### src/rtl/disp_scan.sv
`default_nettype none
// +--------------------------------------------------------------------------+
// | disp_scan : six-digit multiplexed 7-segment scanner with frame snapshot  |
// |             and optional alarm blink (enable with DISP_SCAN_BLINK_EN).   |
// | Revision  : 1.0                                                          |
// +--------------------------------------------------------------------------+
module disp_scan #(
  parameter int SCAN_DIV     = 1000,
  parameter int BLANK_CYC    = 16,
  parameter int BLINK_FRAMES = 64
) (
  input  logic       clk,
  input  logic       rst,
  input  logic [3:0] sec_u,
  input  logic [3:0] sec_t,
  input  logic [3:0] min_u,
  input  logic [3:0] min_t,
  input  logic [3:0] hr_u,
  input  logic [3:0] hr_t,
  input  logic       alarm,
  output logic [5:0] an,
  output logic [6:0] seg,
  output logic       dp
);

  localparam int              c_dw       = (SCAN_DIV > 1) ? $clog2(SCAN_DIV) : 1;
  localparam logic [c_dw-1:0] c_div_last = c_dw'(SCAN_DIV - 1);
  localparam logic [c_dw-1:0] c_blank    = c_dw'(BLANK_CYC);

  logic [c_dw-1:0] r_div;
  logic [2:0]      r_idx;
  logic [23:0]     r_snap;
  logic            r_run;
  logic            w_slot_end;
  logic            w_frame_end;
  logic            w_blink_off;
  logic            w_on;
  logic [3:0]      w_digit;
  logic [6:0]      w_seg;

  assign w_slot_end  = (r_div == c_div_last);
  assign w_frame_end = w_slot_end && (r_idx == 3'd5);

  // r_run keeps the anodes dark while reset is held even when BLANK_CYC is 0
  always_ff @(posedge clk or negedge rst) begin
    if (!rst) begin
      r_div  <= '0;
      r_idx  <= 3'd0;
      r_snap <= 24'd0;
      r_run  <= 1'b0;
    end else begin
      r_run <= 1'b1;
      r_div <= w_slot_end ? '0 : r_div + c_dw'(1);
      if (w_slot_end) begin
        r_idx <= (r_idx == 3'd5) ? 3'd0 : r_idx + 3'd1;
      end
      if (w_frame_end) begin
        r_snap <= {hr_t, hr_u, min_t, min_u, sec_t, sec_u};
      end
    end
  end

`ifdef DISP_SCAN_BLINK_EN
  localparam int              c_fw        = (BLINK_FRAMES > 1) ? $clog2(BLINK_FRAMES) : 1;
  localparam logic [c_fw-1:0] c_fcnt_last = c_fw'(BLINK_FRAMES - 1);

  logic [c_fw-1:0] r_fcnt;
  logic            r_ph;

  always_ff @(posedge clk or negedge rst) begin
    if (!rst) begin
      r_fcnt <= '0;
      r_ph   <= 1'b0;
    end else if (!alarm) begin
      r_fcnt <= '0;
      r_ph   <= 1'b0;
    end else if (w_frame_end) begin
      if (r_fcnt == c_fcnt_last) begin
        r_fcnt <= '0;
        r_ph   <= ~r_ph;
      end else begin
        r_fcnt <= r_fcnt + c_fw'(1);
      end
    end
  end

  // ph can only be high while alarm was held, so it alone gates the blink
  assign w_blink_off = r_ph;
`else
  localparam int c_unused_blink_frames = BLINK_FRAMES;
  logic w_unused_alarm;
  assign w_unused_alarm = alarm;
  assign w_blink_off    = 1'b0;
`endif

  assign w_on = r_run && (r_div >= c_blank) && !w_blink_off;

  always_comb begin
    w_digit = 4'd0;
    case (r_idx)
      3'd0:    w_digit = r_snap[3:0];
      3'd1:    w_digit = r_snap[7:4];
      3'd2:    w_digit = r_snap[11:8];
      3'd3:    w_digit = r_snap[15:12];
      3'd4:    w_digit = r_snap[19:16];
      3'd5:    w_digit = r_snap[23:20];
      default: w_digit = 4'd0;
    endcase
  end

  always_comb begin
    w_seg = 7'b0000000;
    case (w_digit)
      4'd0:    w_seg = 7'b0111111;
      4'd1:    w_seg = 7'b0000110;
      4'd2:    w_seg = 7'b1011011;
      4'd3:    w_seg = 7'b1001111;
      4'd4:    w_seg = 7'b1100110;
      4'd5:    w_seg = 7'b1101101;
      4'd6:    w_seg = 7'b1111101;
      4'd7:    w_seg = 7'b0000111;
      4'd8:    w_seg = 7'b1111111;
      4'd9:    w_seg = 7'b1101111;
      default: w_seg = 7'b0000000;
    endcase
  end

  assign an  = w_on ? ~(6'b000001 << r_idx) : 6'b111111;
  assign seg = w_on ? w_seg : 7'b0000000;
  assign dp  = w_on && ((r_idx == 3'd2) || (r_idx == 3'd4));

endmodule
`default_nettype wire

### config.mk
export PLATFORM = sky130hd
export DESIGN_NAME = disp_scan
export DESIGN_NICKNAME = d
export VERILOG_FILES = /design/src/rtl/disp_scan.sv
export SDC_FILE = /design/constraint.sdc
export NUM_CORES = 1
export LEC_CHECK = 0
export BUFFER_PORTS_ARGS = -buffer_cell sky130_fd_sc_hd__buf_2
export CAP_MARGIN = 20
export CORE_UTILIZATION = 59
export DETAILED_ROUTE_END_ITERATION = 8
export PLACE_DENSITY = 0.85
export SYNTH_ARGS = -nofsm -noshare
export SYNTH_HDL_FRONTEND = slang
export SYNTH_SLANG_ARGS = --single-unit
### constraint.sdc
create_clock -name clk -period 4.9 [get_ports clk]
set_input_delay 0.49 -clock clk [delete_from_list [all_inputs] [get_ports clk]]
set_output_delay 0.49 -clock clk [all_outputs]
set_load 0.1 [all_outputs]
==> results of run 1 <==
## routing by layer
layer,global-route usage (%),up-vias
met5,0,-
met1,29.3,686
li1,-,742
met4,9.21,0
met2,34.7,46
met3,6.09,6
## synth_stat cells (all sizes together) (4+ instances only)
| cell type | count |
|---|---|
| mux2 | 26 |
| ha | 6 |
| dfrtp | 38 |
| mux2i | 6 |
| a21oi | 8 |
| xor2 | 4 |
| nand2 | 7 |
| buf | 11 |
| inv | 8 |
| o21ai | 7 |
| nand3 | 10 |
| xnor2 | 5 |
| nor2 | 12 |
## worst paths after layout
path / endpoint / depth (start not counted)
worst max-delay path: seg[6] / 9
worst min-delay path: r_snap[1] / 1
worst max register to register: r_snap[21] / 8
worst min register to register: r_snap[1] / 1
max in group asynchronous: r_div[2] / 1
min in group clk: r_snap[2] / 2
## sequential cells by signal (all words and copies together) (netlist names)
register	flops
r_snap	24
r_div	10
r_idx	3
r_run	1
## power breakdown
| group | total [mW] | internal, mW | switching, mW |
|---|---|---|---|
| registers | 0.330 | 0.324 | 0.00617 |
| logic | 0.0856 | 0.0277 | 0.0578 |
| clock network | 0.263 | 0.160 | 0.103 |
| total | 0.679 | 0.511 | 0.167 |
## cell type report
cell class / count / area [um^2]
clock buffers: 5 / 37.5
clock inverters: 3 / 68.8
fillers: 257 / 960
inverters: 8 / 35.0
multi-input cells: 128 / 1020
flip-flops and latches: 38 / 951
well taps: 46 / 57.6
repair buffers: 43 / 233
## logic make-up after synthesis
group	share of synthesized area (%)
AND/OR/NAND/NOR	12.5
flip-flops	45.5
multiplexers	17.0
AO/OA/AOI/OAI	11.7
buffers and inverters	5.74
XOR/XNOR	3.77
adder cells (fa/ha/maj)	3.59
other	0.179
## critical path, cell delays in order, from the launching register on
cell and delay, ns:
dfrtp_1 0.74, inv_2 0.13, ha_1 0.33, a32o_1 0.25, a211oi_2 0.37, inv_1 0.09
ha_1 0.20, or4_1 0.51, o21ai_1 0.08, buf_2 0.43
==> key figures, run 1 <==
Status
  • Status: finished, final reports clean

Critical path
  • Crit. Startpoint: r_idx[2]
  • Worst r2r src: r_div[0]
  • Worst EP required: 4.41 ns
  • Critical-path maximum fanout: 15
  • Arrival @ worst endpoint: 3.45 ns
  • Type of element launching the critical path: flip-flop
  • R2r setup slk: 2.89 ns
  • Critical path type: reg -> out
  • Critical Path End Type: output port

Cells and area
  • Commonest non-fill, non-tap cell in the layout: buf_2
  • Final instance area: 2400 um^2
  • Area grow syn2layout: 14.9%
  • ANT cells: 0
  • Ratio of cells with drive above 1 in the final layout: 39.1%
  • Final Core Density: 71.5%
  • Commonest cells after routing, fill and taps aside: buf_2 (39), dfrtp_1 (38), mux2_2 (25)
  • Post-route insts no fill: 271
  • # nets final: 257

Die
  • I/O pin cnt: 41
  • Die width: 61.5 um
  • Core area: 3360 um^2
  • Row count: 21
  • Die ar.: 3790 um^2
  • Initial core utilization: 62.2%
  • Die Y: 61.5 um

Timing
  • Final setup skew: 0.0138 ns
  • Final worst-path cycle share: 80.5%
  • Unrepaired setup endpoints after global routing: false
  • Slew Limit Headroom: 44.7%
  • Final setup fails: 0
  • Setup TNS: 0 ns
  • F_max: 0.254 GHz
  • Final hold violation count: 0
  • Hold slack: 0.227 ns
  • Min Clock Period, post-route: 3.94 ns
  • Final WS setup: 0.957 ns
  • Fin. max-slew vios: 0
  • Slew @ Worst Pin: 0.830 ns

Place
  • Final HPWL from detailed placement: 2.71 mm
  • IO buf count: 39
  • Final RePlAce weighted congestion: 0.807
  • Post-DP Area: 2280 um^2
  • Placed insts: 262
  • Pre-CTS setup slack: 1.32 ns

Global routing
  • Gr usage total: 22.2%
  • Vias in the first global route: 1331
  • First-pass GRT wire length: 5.91 mm
  • Initial antenna violation count: 0
  • Largest net degree at the start of global routing: 39
  • Grt ovf: 0

Clocking
  • Max H-tree Level: 2
  • Clock buffer depth: 2
  • Hold_buf cts: 0
  • Clk sinks: 38
  • Setup Fix Bufs, Post-CTS: 0
  • Later-pin clock latency in the skew report: 0.34 ns
  • Post-CTS Resized: 0
  • TritonCTS clock tree: built
  • Num CTS Buffers: 5
  • Clock slew at reported path FFs: 0.12 ns
  • Root Buffer: clkbuf_4

Routing
  • Initial DRC count: 52
  • M1 WL: 1.76 mm
  • Metal3 WL: 163 um
  • Met2 wire len: 1.78 mm
  • # DRC: 0
  • Avg Vias per Cell: 5.46
  • Routed Antenna Nets: 0
  • Highest Signal Layer: met4
  • Final WL: 3.76 mm
  • Via count: 1480
  • Pre-Repair DR Iteration Count: 4
  • WL/cell: 13.9 um

Yosys
  • Post-synth top area share: 45.5%
  • Avg Inst Size Synth: 11.3 um^2
  • Net Count, Synth: 218
  • EDFF count, synth: 0
  • Post-Syn Instances: 185
  • Top FF cell, synth: dfrtp_1
  • Cell taking the most area after synthesis: dfrtp_1
  • Synth area leaders: dfrtp_1 (45%), mux2_2 (13%), ha_1 (3.6%)
  • Synthesis-stage register bit count: 38
  • Synth Warn #: 0
  • Seq/Total Area, Yosys: 45.5%
  • Ys async rst share: 100%
  • Synth unique cells: 48
  • Post-Synthesis Cell Area: 2090 um^2

Pwr
  • Power per cell area: 282 nW/um^2
  • Total power: 679 uW
  • Pleak: 1.07 nW
  • Maximum VDD drop: 279 uV

Worst hold path
  • Min-Delay Path Class: in -> async

Flow run
  • MaxCap Viol Count: 0
(Power assumes the default switching activity.)
==> run 2: changes to the inputs <==
- CORE_UTILIZATION: 59 -> 49
- PLACE_DENSITY: 0.85 -> 0.75
- clock period: 4.9 -> 3.2 ns (I/O delays scaled with it)
==> run 2 against run 1 <==
  * Sequential cell count stayed put
  * Combinational power rose by 92%
  * Largest cell class unchanged
  * Sequential share of layout area is 2.9 points lower
  * Final area up 7.9%
  * Count of clock-buffer cells in the layout increased by 2
  * Wire length is 3.8% higher
  * Clock skew shrank 0.0092 ns
  * Critical path type unchanged
  * Power grew 48%
  * Critical endpoint unchanged
  * Global-route usage shrank 2.5 points
  * Via count is 5.5% higher
  * Clock power increased by 27%
  * Register-to-register slack got worse by 2.0 ns
==> key figures, run 2 (synthesis results as in run 1) <==
Critical path
  • CP max stage cell: or4_1
  • Most used cell, CP: ha_1
  • Arrival @ worst endpoint: 2.69 ns (-0.76 ns)
  • Worst EP required: 2.88 ns (-1.53 ns)
  • Type of element launching the critical path: flip-flop
  • Critical-path maximum fanout: 6 (-9)
  • Critical Path End Type: output port
  • Crit-path cells: and2_2 -> ha_1 -> a32o_1 -> a211oi_2 -> inv_1 -> ha_1 -> or4_1 -> o21ai_2 -> buf_12
  • Worst path max stage delay: 0.53 ns (-0.21 ns)
  • Critical path type: reg -> out

Cells and area
  • Area grow syn2layout: 24.0%
  • Largest register by flop count: r_snap
  • Commonest cells after routing, fill and taps aside: dfrtp_1 (38), buf_2 (32), mux2_2 (25)
  • Filler instances: 336 (+31%)
  • Biggest regs: r_snap: 24 flops, r_div: 10 flops, r_idx: 3 flops
  • Ratio of cells with drive above 1 in the final layout: 43.1% (+4.0 points)
  • ANT cells: 0 (unchanged)
  • # nets final: 264 (+2.7%)
  • Commonest non-fill, non-tap cell in the layout: dfrtp_1
  • Max FFs per register: 24 (unchanged)

Timing
  • Hold slack: 0.132 ns (-0.0943 ns)
  • Unrepaired setup endpoints after global routing: false
  • Final setup fails: 0 (unchanged)
  • Final worst-path cycle share: 94.0%
  • F_max: 0.332 GHz
  • Fin. max-slew vios: 0 (unchanged)
  • Slew @ Worst Pin: 0.836 ns (+0.00663 ns)
  • Final setup skew: 0.00463 ns (-0.00921 ns)
  • Slew Limit Headroom: 44.2% (-0.44 points)
  • Min Clock Period, post-route: 3.01 ns
  • Final hold violation count: 0 (unchanged)

Routing
  • # DRC: 0 (unchanged)
  • Pre-Repair DR Iteration Count: 4 (unchanged)
  • WL/cell: 13.9 um (-0.25%)
  • Routed Antenna Nets: 0 (unchanged)
  • Avg Vias per Cell: 5.54 (+1.4%)
  • Initial DRC count: 61 (+17%)
  • Final WL: 3.91 mm (+3.8%)
  • Via count: 1561 (+5.5%)

Clocking
  • Later-pin clock latency in the skew report: 0.28 ns (-0.06 ns)
  • TritonCTS clock tree: built
  • Setup Fix Bufs, Post-CTS: 0 (unchanged)
  • Post-CTS Resized: 0 (unchanged)
  • Max H-tree Level: 2 (unchanged)
  • Root Buffer: clkbuf_8
  • Clock slew at reported path FFs: 0.07 ns (-0.05 ns)
  • Clock buffer depth: 2 (unchanged)
  • Clk sinks: 38 (unchanged)
  • Hold_buf cts: 0 (unchanged)
  • Num CTS Buffers: 5 (unchanged)

Die
  • I/O pin cnt: 41 (unchanged)
  • Die width: 67.3 um (+9.4%)
  • Core area: 4060 um^2 (+21%)
  • Initial core utilization: 51.6% (-11 points)
  • Die ar.: 4530 um^2 (+20%)
  • Die Y: 67.3 um (+9.4%)
  • Row count: 23 (+9.5%)

Worst hold path
  • Min-Delay Path Class: in -> async

Global routing
  • Grt ovf: 0 (unchanged)
  • Initial antenna violation count: 0 (unchanged)
  • Largest net degree at the start of global routing: 39 (unchanged)
  • First-pass GRT wire length: 6.61 mm (+12%)
  • Gr usage total: 19.7% (-2.5 points)
  • Vias in the first global route: 1437 (+8.0%)

Pwr
  • Total power: 1.00 mW (+48%)
  • Pleak: 1.13 nW (+5.5%)
  • Power per cell area: 387 nW/um^2 (+37%)
  • Maximum VDD drop: 245 uV (-12%)

Place
  • Final HPWL from detailed placement: 3.01 mm (+11%)
  • IO buf count: 39 (unchanged)
  • Final RePlAce weighted congestion: 0.839 (+4.0%)

Status
  • Status: finished, final reports clean

Flow run
  • MaxCap Viol Count: 0 (unchanged)
[run 2: cell types whose count changed in the layout (fill, tap and decap cells not counted), moves of 2 or more]
cell	before	now
a21oi_2	1	3
buf_2	39	32
clkbuf_4	5	0
buf_4	3	11
bufinv_16	2	0
a21oi_1	7	4
buf_12	0	7
nor3_1	3	1
clkbuf_8	0	6
[run 2: cell type report]
| cell class | count | area [um^2] | share of cell area, % |
|---|---|---|---|
| sequential | 38 | 951 | 36.7 |
| tap | 50 | 62.6 | 2.41 |
| clock inverter | 1 | 5.00 | 0.193 |
| clock buffer | 7 | 86.3 | 3.33 |
| inverter | 8 | 35.0 | 1.35 |
| timing repair buffer | 50 | 383 | 14.8 |
| multi-input combinational | 128 | 1070 | 41.3 |
[run 2: layer usage]
| layer | global-route usage [%] | share of wire (%) |
|---|---|---|
| met5 | 0 | 0 |
| met4 | 8.51 | 2.0 |
| met3 | 4.56 | 3.8 |
| met2 | 29.9 | 48 |
| met1 | 26.8 | 46 |
[run 2: path summary, 6_finish.rpt]
check                           cells past startpoint  startpoint         end  slack, ns
worst max-delay path                                9    r_idx[0]      seg[6]       0.19
worst min-delay path                                1         rst  r_snap[12]       0.13
worst max register to register                      7    r_div[0]  r_snap[23]       0.94
worst min register to register                      1   r_snap[3]   r_snap[3]       0.51
max in group asynchronous                           1         rst   r_snap[5]       2.54
min in group clk                                    2    min_u[1]   r_snap[9]       0.26
[run 2: critical path: cells and delay by family (launching register included)]
kind,cells,cell delay [ns]
simple gates,2,0.72
fa+ha+maj,2,0.46
compound gates,3,0.58
buf+inv,2,0.26
flops,1,0.38
[run 2: per-stage QoR]
step	area (um^2)	instances	setup slack (ns)	setup TNS, ns	util, %
5_1_grt	2590	282	0.0683	0	63.9
2_1_floorplan	2140	185	-0.105	-0.105	-
3_5_place_dp	2500	274	0.486	0	61.7
3_3_place_gp	2500	274	0.521	0	61.7
4_1_cts	2590	282	0.167	0	63.9
6_report	2590	282	0.191	0	63.9
[run 2: where the power goes]
group	leakage [nW]	internal [mW]	switching [mW]	total [mW]
registers	0.458	0.496	0.00949	0.506
clock network	0.0482	0.174	0.160	0.334
logic	0.626	0.0664	0.0972	0.164
total	1.13	0.736	0.266	1.00
